<file path="config.mk">
export PLATFORM = sky130hd
export DESIGN_NAME = uart_tx_ctrl_flat
export DESIGN_NICKNAME = d
export VERILOG_FILES = /design/src/rtl/uart_tx_if.sv /design/src/rtl/uart_tx_ctrl.sv /design/src/flat_wrapper.sv
export SDC_FILE = /design/constraint.sdc
export NUM_CORES = 1
export LEC_CHECK = 0
export BUFFER_PORTS_ARGS = -buffer_cell sky130_fd_sc_hd__buf_4
export CORE_UTILIZATION = 54
export CTS_CLUSTER_DIAMETER = 30
export DETAILED_ROUTE_END_ITERATION = 8
export PLACE_DENSITY = 0.85
export SETUP_SLACK_MARGIN = 0.05
export SLEW_MARGIN = 20
export SYNTH_ARGS = -nofsm -noshare
export SYNTH_HDL_FRONTEND = slang
export SYNTH_SLANG_ARGS = --single-unit
</file>
<file path="constraint.sdc">
create_clock -name clk -period 2.3 [get_ports clk]
set_input_delay 0.115 -clock clk [delete_from_list [all_inputs] [get_ports clk]]
set_output_delay 0.115 -clock clk [all_outputs]
set_load 0.05 [all_outputs]
</file>
<file path="src/rtl/uart_tx_if.sv">
// Byte handshake between the APB-side transmit data path and the UART TX frame sequencer.
interface uart_tx_if #(
  parameter int unsigned DATA_W = 8
);
  logic [DATA_W-1:0] data_in;
  logic              data_valid;
  logic              data_ready;
  logic              par_en;
  logic              par_odd;

  modport master (
    output data_in, data_valid, par_en, par_odd,
    input  data_ready
  );

  modport slave (
    input  data_in, data_valid, par_en, par_odd,
    output data_ready
  );
endinterface

</file>
<file path="src/rtl/uart_tx_ctrl.sv">
// UART transmit frame sequencer: start, LSB-first data, optional parity, stop, paced by the divider tick.
// Also owns the divider rate select, which only moves while no frame is in flight.
module uart_tx_ctrl #(
  parameter int unsigned DATA_W = 8
) (
  input  logic       clk,
  input  logic       rst,
  input  logic       tick,
  uart_tx_if.slave   dp,
  input  logic [1:0] rate_req,
  output logic [1:0] rate_out,
  output logic       tx,
  output logic       busy,
  output logic       frame_done
);

  localparam int unsigned CNT_W = (DATA_W > 1) ? $clog2(DATA_W) : 1;

  localparam logic [2:0] S_IDLE   = 3'd0;
  localparam logic [2:0] S_SYNC   = 3'd1;
  localparam logic [2:0] S_START  = 3'd2;
  localparam logic [2:0] S_DATA   = 3'd3;
  localparam logic [2:0] S_PARITY = 3'd4;
  localparam logic [2:0] S_STOP   = 3'd5;

  logic [2:0]        state, state_nxt;
  logic [CNT_W-1:0]  bit_cnt, bit_cnt_nxt;
  logic [DATA_W-1:0] shift, shift_nxt;
  logic              par_en_q, par_en_nxt;
  logic              par_bit, par_bit_nxt;
  logic              tx_nxt;
  logic              busy_nxt;
  logic              ready_nxt;
  logic              done_nxt;
  logic [1:0]        rate_nxt;
  logic              accept_c;

  assign accept_c = (state == S_IDLE) && dp.data_valid;

  // State register and all registered outputs.
  always_ff @(posedge clk or negedge rst) begin
    if (!rst) begin
      state         <= S_IDLE;
      bit_cnt       <= '0;
      shift         <= '0;
      par_en_q      <= 1'b0;
      par_bit       <= 1'b0;
      tx            <= 1'b1;
      busy          <= 1'b0;
      dp.data_ready <= 1'b1;
      frame_done    <= 1'b0;
      rate_out      <= 2'b00;
    end else begin
      state         <= state_nxt;
      bit_cnt       <= bit_cnt_nxt;
      shift         <= shift_nxt;
      par_en_q      <= par_en_nxt;
      par_bit       <= par_bit_nxt;
      tx            <= tx_nxt;
      busy          <= busy_nxt;
      dp.data_ready <= ready_nxt;
      frame_done    <= done_nxt;
      rate_out      <= rate_nxt;
    end
  end

  // Next-state and next-output logic; every state holds until a tick arrives.
  always_comb begin
    state_nxt   = state;
    bit_cnt_nxt = bit_cnt;
    shift_nxt   = shift;
    par_en_nxt  = par_en_q;
    par_bit_nxt = par_bit;
    tx_nxt      = tx;
    done_nxt    = 1'b0;
    rate_nxt    = rate_out;

    case (state)
      S_IDLE: begin
        tx_nxt = 1'b1;
        if (rate_req != 2'b11) begin
          rate_nxt = rate_req;
        end
        if (accept_c) begin
          shift_nxt   = dp.data_in;
          par_en_nxt  = dp.par_en;
          par_bit_nxt = dp.par_odd ? ~^dp.data_in : ^dp.data_in;
          state_nxt   = S_SYNC;
        end
      end
      // Aligns the start bit to a tick; a tick coinciding with accept never reaches here.
      S_SYNC: begin
        if (tick) begin
          tx_nxt    = 1'b0;
          state_nxt = S_START;
        end
      end
      S_START: begin
        if (tick) begin
          tx_nxt      = shift[0];
          shift_nxt   = shift >> 1;
          bit_cnt_nxt = '0;
          state_nxt   = S_DATA;
        end
      end
      S_DATA: begin
        if (tick) begin
          if (bit_cnt == CNT_W'(DATA_W - 1)) begin
            if (par_en_q) begin
              tx_nxt    = par_bit;
              state_nxt = S_PARITY;
            end else begin
              tx_nxt    = 1'b1;
              state_nxt = S_STOP;
            end
          end else begin
            bit_cnt_nxt = bit_cnt + CNT_W'(1);
            tx_nxt      = shift[0];
            shift_nxt   = shift >> 1;
          end
        end
      end
      S_PARITY: begin
        if (tick) begin
          tx_nxt    = 1'b1;
          state_nxt = S_STOP;
        end
      end
      S_STOP: begin
        if (tick) begin
          done_nxt  = 1'b1;
          state_nxt = S_IDLE;
        end
      end
      default: begin
        tx_nxt    = 1'b1;
        state_nxt = S_IDLE;
      end
    endcase

    busy_nxt  = (state_nxt != S_IDLE);
    ready_nxt = (state_nxt == S_IDLE);
  end

endmodule

</file>
<file path="src/flat_wrapper.sv">
// flat-port wrapper written by rule: the top's interface ports become plain ports
module uart_tx_ctrl_flat 
#(
  parameter int unsigned DATA_W = 8
)
  (clk, rst, tick, rate_req, rate_out, tx, busy, frame_done, dp_data_in, dp_data_valid, dp_par_en, dp_par_odd, dp_data_ready);
  uart_tx_if #(.DATA_W(DATA_W)) dp_i ();
  input  logic clk;
  input  logic rst;
  input  logic tick;
  input  logic [1:0] rate_req;
  output logic [1:0] rate_out;
  output logic tx;
  output logic busy;
  output logic frame_done;
  input wire logic [$bits(dp_i.data_in)-1:0] dp_data_in;
  input wire logic [$bits(dp_i.data_valid)-1:0] dp_data_valid;
  input wire logic [$bits(dp_i.par_en)-1:0] dp_par_en;
  input wire logic [$bits(dp_i.par_odd)-1:0] dp_par_odd;
  output wire logic [$bits(dp_i.data_ready)-1:0] dp_data_ready;
  assign dp_i.data_in = dp_data_in;
  assign dp_i.data_valid = dp_data_valid;
  assign dp_i.par_en = dp_par_en;
  assign dp_i.par_odd = dp_par_odd;
  assign dp_data_ready = dp_i.data_ready;
  uart_tx_ctrl #(.DATA_W(DATA_W)) u_core (.clk(clk), .rst(rst), .tick(tick), .dp(dp_i), .rate_req(rate_req), .rate_out(rate_out), .tx(tx), .busy(busy), .frame_done(frame_done));
endmodule
</file>
==> results.json <==
{
  "dpl.hpwl_um": 1680,
  "crit_slowest_cell": "dfrtp_1",
  "p_sw_w": 0.000565,
  "crit_path_start_kind": "flop",
  "grt_max_degree": 23,
  "yosys.area_share.xor_xnor": 0.0635,
  "ys_ff_latch": 22,
  "dieArea_sq_um": 2380,
  "multi_input_area_sq_um": 589,
  "io_pins": 22,
  "switching_share": 0.385,
  "grt_use_total": 0.218,
  "criticalPathCategory": "flop to flop",
  "initial_core_util": 0.591,
  "via_per_inst": 5.49,
  "grt_antenna_before_repair": 0,
  "drv_slew": 0,
  "cts-root-buf": "clkbuf_4",
  "crit_chain": "ha_1, ha_1, nand2_2, a32oi_2, nor2_2, mux2_1",
  "syn_area_sq_um": 1180,
  "die_w_um": 48.8,
  "cp.arrival_ps": 2210,
  "cts_made_buffers": 3,
  "nets": 154,
  "cp_slowest_stage_delay_ps": 420,
  "grt_pass1_vias": 919,
  "cap_violations": 0,
  "ys_warn_count": 0,
  "stdcell_area_sq_um": 1400,
  "internal_power_w": 0.000902,
  "yosysSeqAreaShare": 0.468,
  "final_antenna_net_count": 0,
  "finalWorstSetupSlack_ps": 291,
  "whs_ps": 15.6,
  "cts_tree": "yes",
  "yosys.area_share.adder": 0.0317,
  "syn_avg_cell_area_sq_um": 10.7,
  "hold_class": "input pin to flop",
  "pre_cts_ws_ps": 317,
  "fin_crit_sh": 0.873,
  "cp_common_cell": "ha_1",
  "seq_area_sq_um": 553,
  "cts.clk_slew.worst_paths_ps": 130,
  "die_h_um": 48.8,
  "coreArea_sq_um": 2000,
  "layout-drive-gt1-share": 0.313,
  "synth_nets": 130,
  "grt_overflow_total": 0,
  "via_count": 884,
  "finalCoreUtilization": 0.701,
  "n_antenna_cell": 0,
  "leakage_nw": 0.682,
  "floorplan.rows": 16,
  "finalCriticalPeriod_ps": 2010,
  "first_iter_violations": 8,
  "layout_common_cells": "22 x buf_4, 20 x dfrtp_1, 10 x nand2_1, 10 x nor2_1",
  "setup_tns_ps": 0,
  "gp_congestion": 0.811,
  "p_per_area_nw_per_um2": 1050,
  "hold_viol_final": 0,
  "syn_to_final_growth_pct": 18.6,
  "grt_first_pass_wirelength_um": 3940,
  "htreeDepth": 1,
  "rsz0062_at_grt": "no",
  "skew_ps": 9.84,
  "clkSinkCount": 22,
  "yosys.area_share.simple": 0.149,
  "crit_path_end_kind": "flop",
  "nFillCells": 161,
  "io_buffers": 21,
  "power_frac_seq": 0.418,
  "dpl_cell_area_sq_um": 1360,
  "critPathMaxFanout": 7,
  "max_freq_mhz": 498,
  "synth_compound_area_frac": 0.113,
  "slew_headroom": 0.666,
  "tightestPinTransition_ps": 500,
  "wire_per_inst_um": 14.1,
  "first_pass_iters": 4,
  "final_common_cell": "buf_4",
  "worstPathRequired_ps": 2500,
  "cts.path.max_buffers": 2,
  "ys_types": 36,
  "wl_um": 2270,
  "p_clk_frac": 0.150,
  "syn_inst": 111,
  "synth_mux_area_frac": 0.141,
  "route.detailed.drc": 0,
  "vdd_drop_max_mv": 0.861,
  "combPwrFrac": 0.432,
  "status": "finished, final reports clean",
  "synth_top_family_by_area": "simple AND/OR/NAND/NOR gates",
  "finalSetupViolCount": 0,
  "clock_latency_ps": 320
}
[synthesized netlist by cell type (all sizes together)]
cell / n / area [sq um]
a2111oi: 1 / 8.76
a21oi: 3 / 15.0
a22oi: 2 / 15.0
a31oi: 1 / 6.26
a32oi: 1 / 16.3
a41oi: 1 / 8.76
and2: 2 / 12.5
and3: 1 / 6.26
buf: 3 / 21.3
clkbuf: 1 / 3.75
dfrtp: 20 / 500
dfstp: 2 / 52.6
ha: 3 / 37.5
inv: 4 / 15.0
mux2: 13 / 146
mux2i: 2 / 20.0
nand2: 11 / 43.8
nand3: 4 / 20.0
nand3b: 2 / 15.0
nor2: 12 / 50.1
nor2b: 1 / 6.26
nor3: 1 / 5.00
o21a: 1 / 7.51
o21ai: 7 / 35.0
o221ai: 1 / 8.76
o22ai: 2 / 12.5
or2: 1 / 6.26
or3: 1 / 11.3
xnor2: 4 / 35.0
xnor3: 1 / 22.5
xor2: 2 / 17.5
[metal layers]
layer | vias to the layer above | track usage | part of all wire
li1 | 435 | - | -
met1 | 423 | 0.260 | 0.43
met2 | 20 | 0.373 | 0.51
met3 | 6 | 0.0343 | 0.027
met4 | 0 | 0.123 | 0.024
met5 | - | 0 | 0
[path summary, 6_finish.rpt]
kind	to	slack (ps)	cells past startpoint	start
max	u_core.shift[5]$_DFFE_PN0P_	290	6	u_core.bit_cnt[0]$_DFFE_PN0P_
min	u_core.dp.data_ready$_DFF_PN1_	20	2	dp_data_valid
max reg2reg	u_core.shift[5]$_DFFE_PN0P_	290	6	u_core.bit_cnt[0]$_DFFE_PN0P_
min reg2reg	u_core.shift[6]$_DFFE_PN0P_	500	1	u_core.shift[6]$_DFFE_PN0P_
max in group asynchronous	u_core.dp.data_ready$_DFF_PN1_	1810	2	rst
min in group asynchronous	u_core.bit_cnt[2]$_DFFE_PN0P_	200	2	rst
[power groups by stage]
stage	Sequential [W]	Clock, W	Combinational, W
2_1_floorplan	0.000697	0	0.000396
3_3_place_gp	0.000614	0	0.000614
3_5_place_dp	0.000623	0	0.000634
4_1_cts	0.000614	0.000221	0.000641
5_1_grt	0.000635	0.000234	0.000698
6_report	0.000612	0.000220	0.000633
[cell families after synthesis]
family	after synthesis
and+or+nand+nor	36
DFF	22
AOI/OAI and AO/OA	20
xor gates and xnor gates	7
adders and majority gates	3
buffers and inverters	8
muxes	15
[timing repair]
item | 4_1_cts | 5_1_grt
endpoints found under the hold margin | 22 | 0
resized for setup | 0 | 0
buffers inserted | 0 | 0
hold buffers | 1 | 0
[area by class of cell]
class,count,area share
timing repair buffer,23,0.125
inverter,4,0.0107
sequential,22,0.394
tap,27,0.0241
clock buffer,4,0.0259
multi-input combinational,81,0.420
[critical path: cells and delay by family (launching register included)]
kind / cells / cell delay [ps]
multiplexers: 1 / 360
adder cells (fa/ha/maj): 2 / 520
flip-flops: 1 / 420
AND/OR/NAND/NOR: 2 / 460
AO/OA/AOI/OAI: 1 / 130
[per-stage QoR]
step           std cells  total power [W]
6_report             161          0.00147
5_1_grt              161          0.00157
4_1_cts              161          0.00148
3_5_place_dp         156          0.00126
3_3_place_gp         156          0.00123
2_1_floorplan        111          0.00109
[registers in the layout, summed over array words and instances, names as in the netlist]
signal,count
u_core.shift,8
u_core.bit_cnt,3
u_core.state,3
u_core.rate_out,2
u_core.busy,1
u_core.dp.data_ready,1
u_core.frame_done,1
u_core.par_bit,1
u_core.par_en_q,1
u_core.tx,1
(Power assumes the default switching activity.)
